`src/rtl/sram_arbiter.sv`:
```
// rtl/sram_arbiter.sv - round-robin arbiter sharing one 64x8 SRAM macro between three requesters
module sram_arbiter #(
  parameter int AW = 6,
  parameter int DW = 8
) (
  input  logic            wb_clk_i,
  input  logic            rst_n,
  input  logic [2:0]      port_en,
  input  logic [2:0]      req,
  input  logic [2:0]      we,
  input  logic [3*AW-1:0] addr,
  input  logic [3*DW-1:0] wdata,
  output logic [2:0]      ack,
  output logic [3*DW-1:0] rdata,
  output logic            busy,
  output logic            sram_cen,
  output logic            sram_gwe,
  output logic [AW-1:0]   sram_addr,
  output logic [DW-1:0]   sram_in,
  input  logic [DW-1:0]   sram_out
);

  localparam logic [1:0] S_IDLE   = 2'd0;
  localparam logic [1:0] S_ACCESS = 2'd1;
  localparam logic [1:0] S_RESP   = 2'd2;

  logic [1:0]      state_q, state_d;
  logic [1:0]      last_q, last_d;
  logic [1:0]      cur_q, cur_d;
  logic            cur_we_q, cur_we_d;
  logic [2:0]      ack_q, ack_d;
  logic [3*DW-1:0] rdata_q, rdata_d;
  logic            busy_q, busy_d;
  logic            cen_q, cen_d;
  logic            gwe_q, gwe_d;
  logic [AW-1:0]   addr_q, addr_d;
  logic [DW-1:0]   in_q, in_d;

  logic [2:0] elig;
  logic [1:0] grant;
  logic [1:0] idx;
  logic       grant_valid;

  // A port acked this cycle is masked so a still-held req cannot retrigger it.
  always_comb begin
    elig        = req & port_en & ~ack_q;
    grant_valid = 1'b0;
    grant       = last_q;
    idx         = last_q;
    for (int k = 1; k <= 3; k++) begin
      idx = 2'((int'(last_q) + k) % 3);
      if (!grant_valid && elig[idx]) begin
        grant_valid = 1'b1;
        grant       = idx;
      end
    end
  end

  always_comb begin
    state_d  = state_q;
    last_d   = last_q;
    cur_d    = cur_q;
    cur_we_d = cur_we_q;
    ack_d    = 3'b000;
    rdata_d  = rdata_q;
    cen_d    = cen_q;
    gwe_d    = gwe_q;
    addr_d   = addr_q;
    in_d     = in_q;
    case (state_q)
      S_IDLE: begin
        if (grant_valid) begin
          cen_d    = 1'b0;
          gwe_d    = ~we[grant];
          addr_d   = addr[int'(grant)*AW +: AW];
          in_d     = wdata[int'(grant)*DW +: DW];
          cur_d    = grant;
          cur_we_d = we[grant];
          last_d   = grant;
          state_d  = S_ACCESS;
        end
      end
      S_ACCESS: begin
        cen_d   = 1'b1;
        gwe_d   = 1'b1;
        state_d = S_RESP;
      end
      S_RESP: begin
        // Macro read data is valid in this cycle, one cycle after the access edge.
        ack_d = 3'b001 << cur_q;
        if (!cur_we_q) begin
          rdata_d[int'(cur_q)*DW +: DW] = sram_out;
        end
        state_d = S_IDLE;
      end
      default: begin
        state_d = S_IDLE;
        cen_d   = 1'b1;
        gwe_d   = 1'b1;
      end
    endcase
    busy_d = (state_d != S_IDLE);
  end

  always_ff @(posedge wb_clk_i) begin
    if (!rst_n) begin
      state_q  <= S_IDLE;
      last_q   <= 2'd2;
      cur_q    <= 2'd0;
      cur_we_q <= 1'b0;
      ack_q    <= 3'b000;
      rdata_q  <= '0;
      busy_q   <= 1'b0;
      cen_q    <= 1'b1;
      gwe_q    <= 1'b1;
      addr_q   <= '0;
      in_q     <= '0;
    end else begin
      state_q  <= state_d;
      last_q   <= last_d;
      cur_q    <= cur_d;
      cur_we_q <= cur_we_d;
      ack_q    <= ack_d;
      rdata_q  <= rdata_d;
      busy_q   <= busy_d;
      cen_q    <= cen_d;
      gwe_q    <= gwe_d;
      addr_q   <= addr_d;
      in_q     <= in_d;
    end
  end

  assign ack       = ack_q;
  assign rdata     = rdata_q;
  assign busy      = busy_q;
  assign sram_cen  = cen_q;
  assign sram_gwe  = gwe_q;
  assign sram_addr = addr_q;
  assign sram_in   = in_q;

endmodule

```
`config.mk`:
```
export PLATFORM = sky130hd
export DESIGN_NAME = sram_arbiter
export DESIGN_NICKNAME = d
export VERILOG_FILES = /design/src/rtl/sram_arbiter.sv
export SDC_FILE = /design/constraint.sdc
export NUM_CORES = 1
export LEC_CHECK = 0
export ABC_AREA = 1
export CAP_MARGIN = 15
export CORE_MARGIN = 4
export CORE_UTILIZATION = 30
export CTS_CLUSTER_SIZE = 24
export DETAILED_ROUTE_END_ITERATION = 10
export SYNTH_ARGS = -nofsm -noshare
export SYNTH_HDL_FRONTEND = slang
export SYNTH_SLANG_ARGS = --single-unit
```
`constraint.sdc`:
```
create_clock -name wb_clk_i -period 2.3 [get_ports wb_clk_i]
set_input_delay 0.46 -clock wb_clk_i [delete_from_list [all_inputs] [get_ports wb_clk_i]]
set_output_delay 0.46 -clock wb_clk_i [all_outputs]
set_load 0.1 [all_outputs]
```
==> results.cfg, run 1 <==
[logic_synthesis]
synthFlopType = dfxtp_1
synth.most_common_cell = nand2_1
synth_common_cells = nand2_1 (92), dfxtp_1 (50), nor2_1 (40)
ys_seq_elements = 50
synth_edf_count = 0
syn_inst = 381
synth_top_area_share_pct = 37.8
seq_area_frac_synth_pct = 37.8
syn_nets = 449
ys_types = 28
synth_async_sr_flop_share_pct = 0
avgSynthCellArea_um2 = 6.95
synth.area.top_cells = dfxtp_1 (38%), nand2_1 (13%), a21oi_1 (7.0%)
synth_area_um2 = 2650
synth_top_area_cell = dfxtp_1
yosys_warnings = 0

[run_status]
status = finished, final reports clean

[placed_design]
dp_slack_ns = -0.165
hpwl_um = 6230
io_buffers = 104
dp_cells = 598
gp_congestion = 0.879

[global_routing]
grt_usage_pct = 15.0
antenna_found_initial = 0
grt_max_degree = 25
overflow = 0
grt_pass1_vias = 2701
grt_pass1_wl_um = 12600

[drt]
via_per_inst = 4.62
ant_nets = 0
drtIter0Drc = 93
drt-pass1-iter-count = 4
routedWlPerCell_um = 12.9
vias = 2800
route.detailed.drc = 0
wl_um = 7810

[floorplan]
dieArea_um2 = 10400
num_rows = 34
io_pins = 105
core_area_um2 = 8640
die_h_um = 102
start_util_pct = 30.6
die_w_um = 102

[critical_path]
r2r_slack_ns = 0.20
crit_buf_inv = 5
cpMostUsedCell = nand2_1
crit_required_ns = 2.51
critical_path_class = register to register
ff2ff_path_depth = 16
r2r_end = sram_addr[0]
slowest_stage = dfxtp_2
worstReg2RegStart = last_q[0]
crit_chain = inv_1 > ha_1 > inv_1 > nand2_1 > nand3_1 > nand2_2 > inv_2 > nand3_4 > buf_4 > nand2_4 > nand2_4 > buf_4 > nand2_1 > nand2_1 > a21oi_2 > nor2_1
slowest_delay_ns = 0.37
cp_max_fo = 10
cpLargestDelayFamily = simple AND/OR/NAND/NOR gates
crit_path_end_kind = register
critPathLaunchType = register
arrival_ns = 2.30

[pwr]
p_switching_mw = 3.08
pwr-share-clk_pct = 11.0
comb_power_share_pct = 69.5
p_leak_nw = 1.75
power.share.sequential_pct = 19.5
peakVddDrop_v = 0.000768
swShare_pct = 53.2
power.internal_mw = 2.70
p_per_area_nw_per_um2 = 1460

[clocking]
cts_buffers = 5
clk_latency_ns = 0.31
post_cts_resized = 0
cts_max_level = 2
post-cts-setup-buffers = 0
clockBufferDepth = 2
hold_buffers = 0
cts_root_buffer = clkbuf_8
cts_sinks = 50
cts_tree = yes
cts.clk_slew.worst_paths_ns = 0.09

[hold_path]
hold_path.class = register to register
worstHoldStart = sram_cen
holdPathStages = 2
min_to = sram_cen

[finish]
final_nets = 565
regArea_um2 = 1000
multi_input_area_um2 = 1480
synthToLayoutAreaGrowth_pct = 49.4
fillerInstances = 895
antenna_cells = 0
fin_cells = 606
drive_above_1_share_pct = 20.7

[timing]
slew_headroom_pct = 69.5
fmaxAchievable_mhz = 477
finalHoldViolCount = 0
finalSetupTns_ns = 0
setup_slack_ns = 0.205
finalSetupViolations = 0
fin_crit_sh_pct = 91.1
tightestPinTransition_ns = 0.456
min_period_ns = 2.10
finClkSkew_ns = 0.00703
slew_viol_final = 0

[flow_run]
max_cap_violations = 0
==> metrics by stage <==
step	total power, mW	utilization [%]	hold slack (ns)	area, µm²
after global routing	6.26	45.8	0.500	3950
after global placement	5.02	44.0	0.434	3800
after detailed placement	5.06	44.0	0.443	3800
after CTS	5.71	45.3	0.459	3910
after floorplan	3.90	-	0.465	2650
final	5.78	45.8	0.458	3950
==> cell usage in the layout (no fill, tap or decap), types with 3 or more instances in the layout <==
cell type	netlist	final
nor2_1	40	40
a21oi_1	37	36
nand3_1	24	24
inv_2	5	5
o21ai_1	4	3
inv_1	29	29
nor3_1	5	5
nor3b_1	8	8
o211ai_1	3	3
buf_4	2	60
clkdlybuf4s50_1	0	60
nand2_1	92	91
dfxtp_1	50	48
nand3b_1	7	7
clkbuf_8	0	5
o21ai_0	14	14
nand2_4	3	4
or3_1	16	16
nand2_2	13	13
nand4_1	3	3
ha_1	7	6
==> worst register-to-register path, stage by stage, from the launching register on <==
cell and delay (ns):
dfxtp_2 0.37, inv_1 0.09, ha_1 0.25, inv_1 0.11, nand2_1 0.06, nand3_1 0.10
nand2_2 0.09, inv_2 0.08, nand3_4 0.08, buf_4 0.15, nand2_4 0.07, nand2_4 0.09
buf_4 0.16, nand2_1 0.06, nand2_1 0.06, a21oi_2 0.13, nor2_1 0.06
==> layout make-up <==
cell class                 instances  area share (%)
clock inverter                     3            1.11
multi-input combinational        284            37.5
inverter                          34            3.23
tap                              108            3.42
sequential                        50            25.4
timing repair buffer             122            27.6
clock buffer                       5            1.74
==> cell families after synthesis <==
kind of cell,Yosys count,share of synthesized area (%)
AOI/OAI and AO/OA,60,11.9
adders and majority gates,7,3.31
and+or+nand+nor,217,39.4
buffers and inverters,47,7.56
DFF,50,37.8
==> power by group through the flow <==
stage	logic, mW	clock network (mW)	registers (mW)
after global placement	3.87	0	1.14
after global routing	4.40	0.699	1.15
final	4.02	0.634	1.13
after detailed placement	3.92	0	1.14
after CTS	3.93	0.655	1.12
after floorplan	1.94	0	1.96
==> how the worst max path moves through the flow <==
stage	from	end	slack, ns	depth (start not counted)
final	last_q[0]	sram_addr[0]	0.20	16
after global routing	last_q[0]	sram_addr[3]	-0.003	14
after CTS	last_q[1]	sram_addr[0]	0.04	16
after detailed placement	req[2]	sram_addr[0]	-0.16	12
after global placement	port_en[2]	sram_addr[4]	-0.04	12
after floorplan	ack[1]	sram_gwe	0.0004	14
==> sequential cells by signal, summed over array words and instances (netlist names) <==
| register | cells |
|---|---|
| last_q | 2 |
| rdata | 24 |
| state_q | 2 |
| cur_q | 1 |
| sram_in | 8 |
| busy | 1 |
| cur_we_q | 1 |
| sram_addr | 6 |
| ack | 3 |
| sram_cen | 1 |
| sram_gwe | 1 |
==> per-layer routing <==
metal	wire length (µm)	global-route usage [%]	vias to the layer above
li1	-	-	1476
met3	277	2.32	10
met4	158	4.64	0
met1	3580	19.8	1259
met2	3790	25.3	55
met5	0	0	-
Power figures use the tool's default switching activity.
==> run 2, diff against run 1 <==
CAP_MARGIN = 20   (was 15)
CELL_PAD_IN_SITES_DETAIL_PLACEMENT = 0   (was default)
CELL_PAD_IN_SITES_GLOBAL_PLACEMENT = 1   (was default)
PLACE_DENSITY_LB_ADDON = 0.1   (was default)
==> run 2 against run 1 <==
- global-route usage down 0.68 points
- largest power group unchanged
- clock power decreased by 12%
- first-iteration DRC count shrank 25%
- design area fell by 0.79%
==> results.cfg, run 2 (synthesis gave the netlist of run 1 again) <==
[timing]
fin_crit_sh_pct = 92.6
slew_viol_final = 0
min_period_ns = 2.13
finalHoldViolCount = 0
slew_headroom_pct = 68.0
finalSetupTns_ns = 0
tightestPinTransition_ns = 0.478
finalSetupViolations = 0
rsz0062_at_grt = false
fmaxAchievable_mhz = 470
fin_hold_ws_ns = 0.467
setup_slack_ns = 0.171
finClkSkew_ns = 0.0104

[drt]
vias = 2750
drt-pass1-iter-count = 4
ant_nets = 0
routedWlPerCell_um = 12.6
drtIter0Drc = 70
route.detailed.drc = 0
via_per_inst = 4.54
wl_um = 7640

[critical_path]
r2r_end = sram_addr[4]
arrival_ns = 2.33
critPathLaunchType = input pin
crit_required_ns = 2.50
cp_max_fo = 11
r2r_slack_ns = 0.18
critical_path_class = input pin to register
worstReg2RegStart = last_q[1]
ff2ff_path_depth = 14
crit_path_end_kind = register

[placed_design]
io_buffers = 104
dp_slack_ns = -0.0973
gp_congestion = 0.796
hpwl_um = 6060

[clocking]
cts_buffers = 5
cts_root_buffer = clkbuf_8
hold_buffers = 0
cts_sinks = 50
clockBufferDepth = 2
cts_tree = yes
cts_max_level = 2
cts.clk_slew.worst_paths_ns = 0.10
clk_latency_ns = 0.30

[finish]
layout_common_cells = nand2_1 (91), buf_4 (61), clkdlybuf4s50_1 (60)
synthToLayoutAreaGrowth_pct = 48.2
antenna_cells = 0
drive_above_1_share_pct = 20.7
largest_reg_flops = 24
final_nets = 565
final_common_cell = nand2_1

[hold_path]
holdPathStages = 2
min_to = sram_cen
worstHoldStart = sram_cen
hold_path.class = register to register

[global_routing]
antenna_found_initial = 0
grt_max_degree = 30
grt_pass1_wl_um = 12000
overflow = 0
grt_pass1_vias = 2582
grt_usage_pct = 14.3

[pwr]
peakVddDrop_v = 0.000857
power.total_mw = 5.61
p_leak_nw = 1.73
p_per_area_nw_per_um2 = 1430

[run_status]
status = finished, final reports clean

[floorplan]
start_util_pct = 30.6
io_pins = 105
die_h_um = 102
core_area_um2 = 8640
dieArea_um2 = 10400
die_w_um = 102
num_rows = 34

[flow_run]
max_cap_violations = 0
-- run 2: what timing repair did --
action / in CTS / in global routing
buffers inserted: 0 / 2
setup endpoints to repair: 0 / 19
endpoints found under the hold margin: 0 / 0
gates resized for setup: 0 / 11
-- run 2: final cells by class --
type,instances,area [µm²]
fillers,888,4710
multi-input cells,284,1480
repair buffers,122,1080
flip-flops and latches,50,1000
well taps,108,135
inverters,34,131
clock buffers,7,86.3
clock inverters,1,8.76
-- run 2: critical path, stage by stage --
cell,delay [ns]
clkdlybuf4s50_1,0.47
nand3_2,0.09
o21ai_1,0.26
nand2_4,0.11
nand2_2,0.09
nand2_1,0.07
nand2_1,0.10
nand2_4,0.06
nand2_4,0.13
clkinvlp_4,0.20
o211ai_1,0.21
nand2_1,0.07
-- run 2: how the worst max path moves through the flow --
stage	start	end	slack, ns	cells past startpoint
final	req[2]	sram_addr[4]	0.17	12
after global routing	last_q[1]	sram_in[1]	0.01	16
after CTS	last_q[1]	sram_addr[0]	0.04	14
after detailed placement	port_en[2]	sram_addr[4]	-0.1	12
after global placement	req[2]	sram_addr[4]	-0.09	12
after floorplan	ack[1]	sram_gwe	0.0004	14
-- run 2: power by group --
group	internal [mW]	switching [mW]	total, mW
clock network	0.250	0.309	0.559
logic	1.28	2.64	3.92
registers	1.04	0.0979	1.13
total	2.57	3.05	5.61
-- run 2: routing by layer --
layer	GRT usage [%]	wire length (µm)	vias to the layer above
li1	-	-	1472
met1	18.7	3530	1202
met2	24.1	3640	72
met3	3.41	427	4
met4	3.03	40	0
met5	0	0	-
-- run 2: stage by stage --
| stage | util [%] | area (µm²) | std cells |
|---|---|---|---|
| floorplan | - | 2650 | 381 |
| detailed placement | 43.7 | 3770 | 596 |
| global route | 45.4 | 3920 | 606 |
| finish | 45.4 | 3920 | 606 |
| CTS | 44.8 | 3870 | 604 |
| global placement | 43.7 | 3770 | 596 |
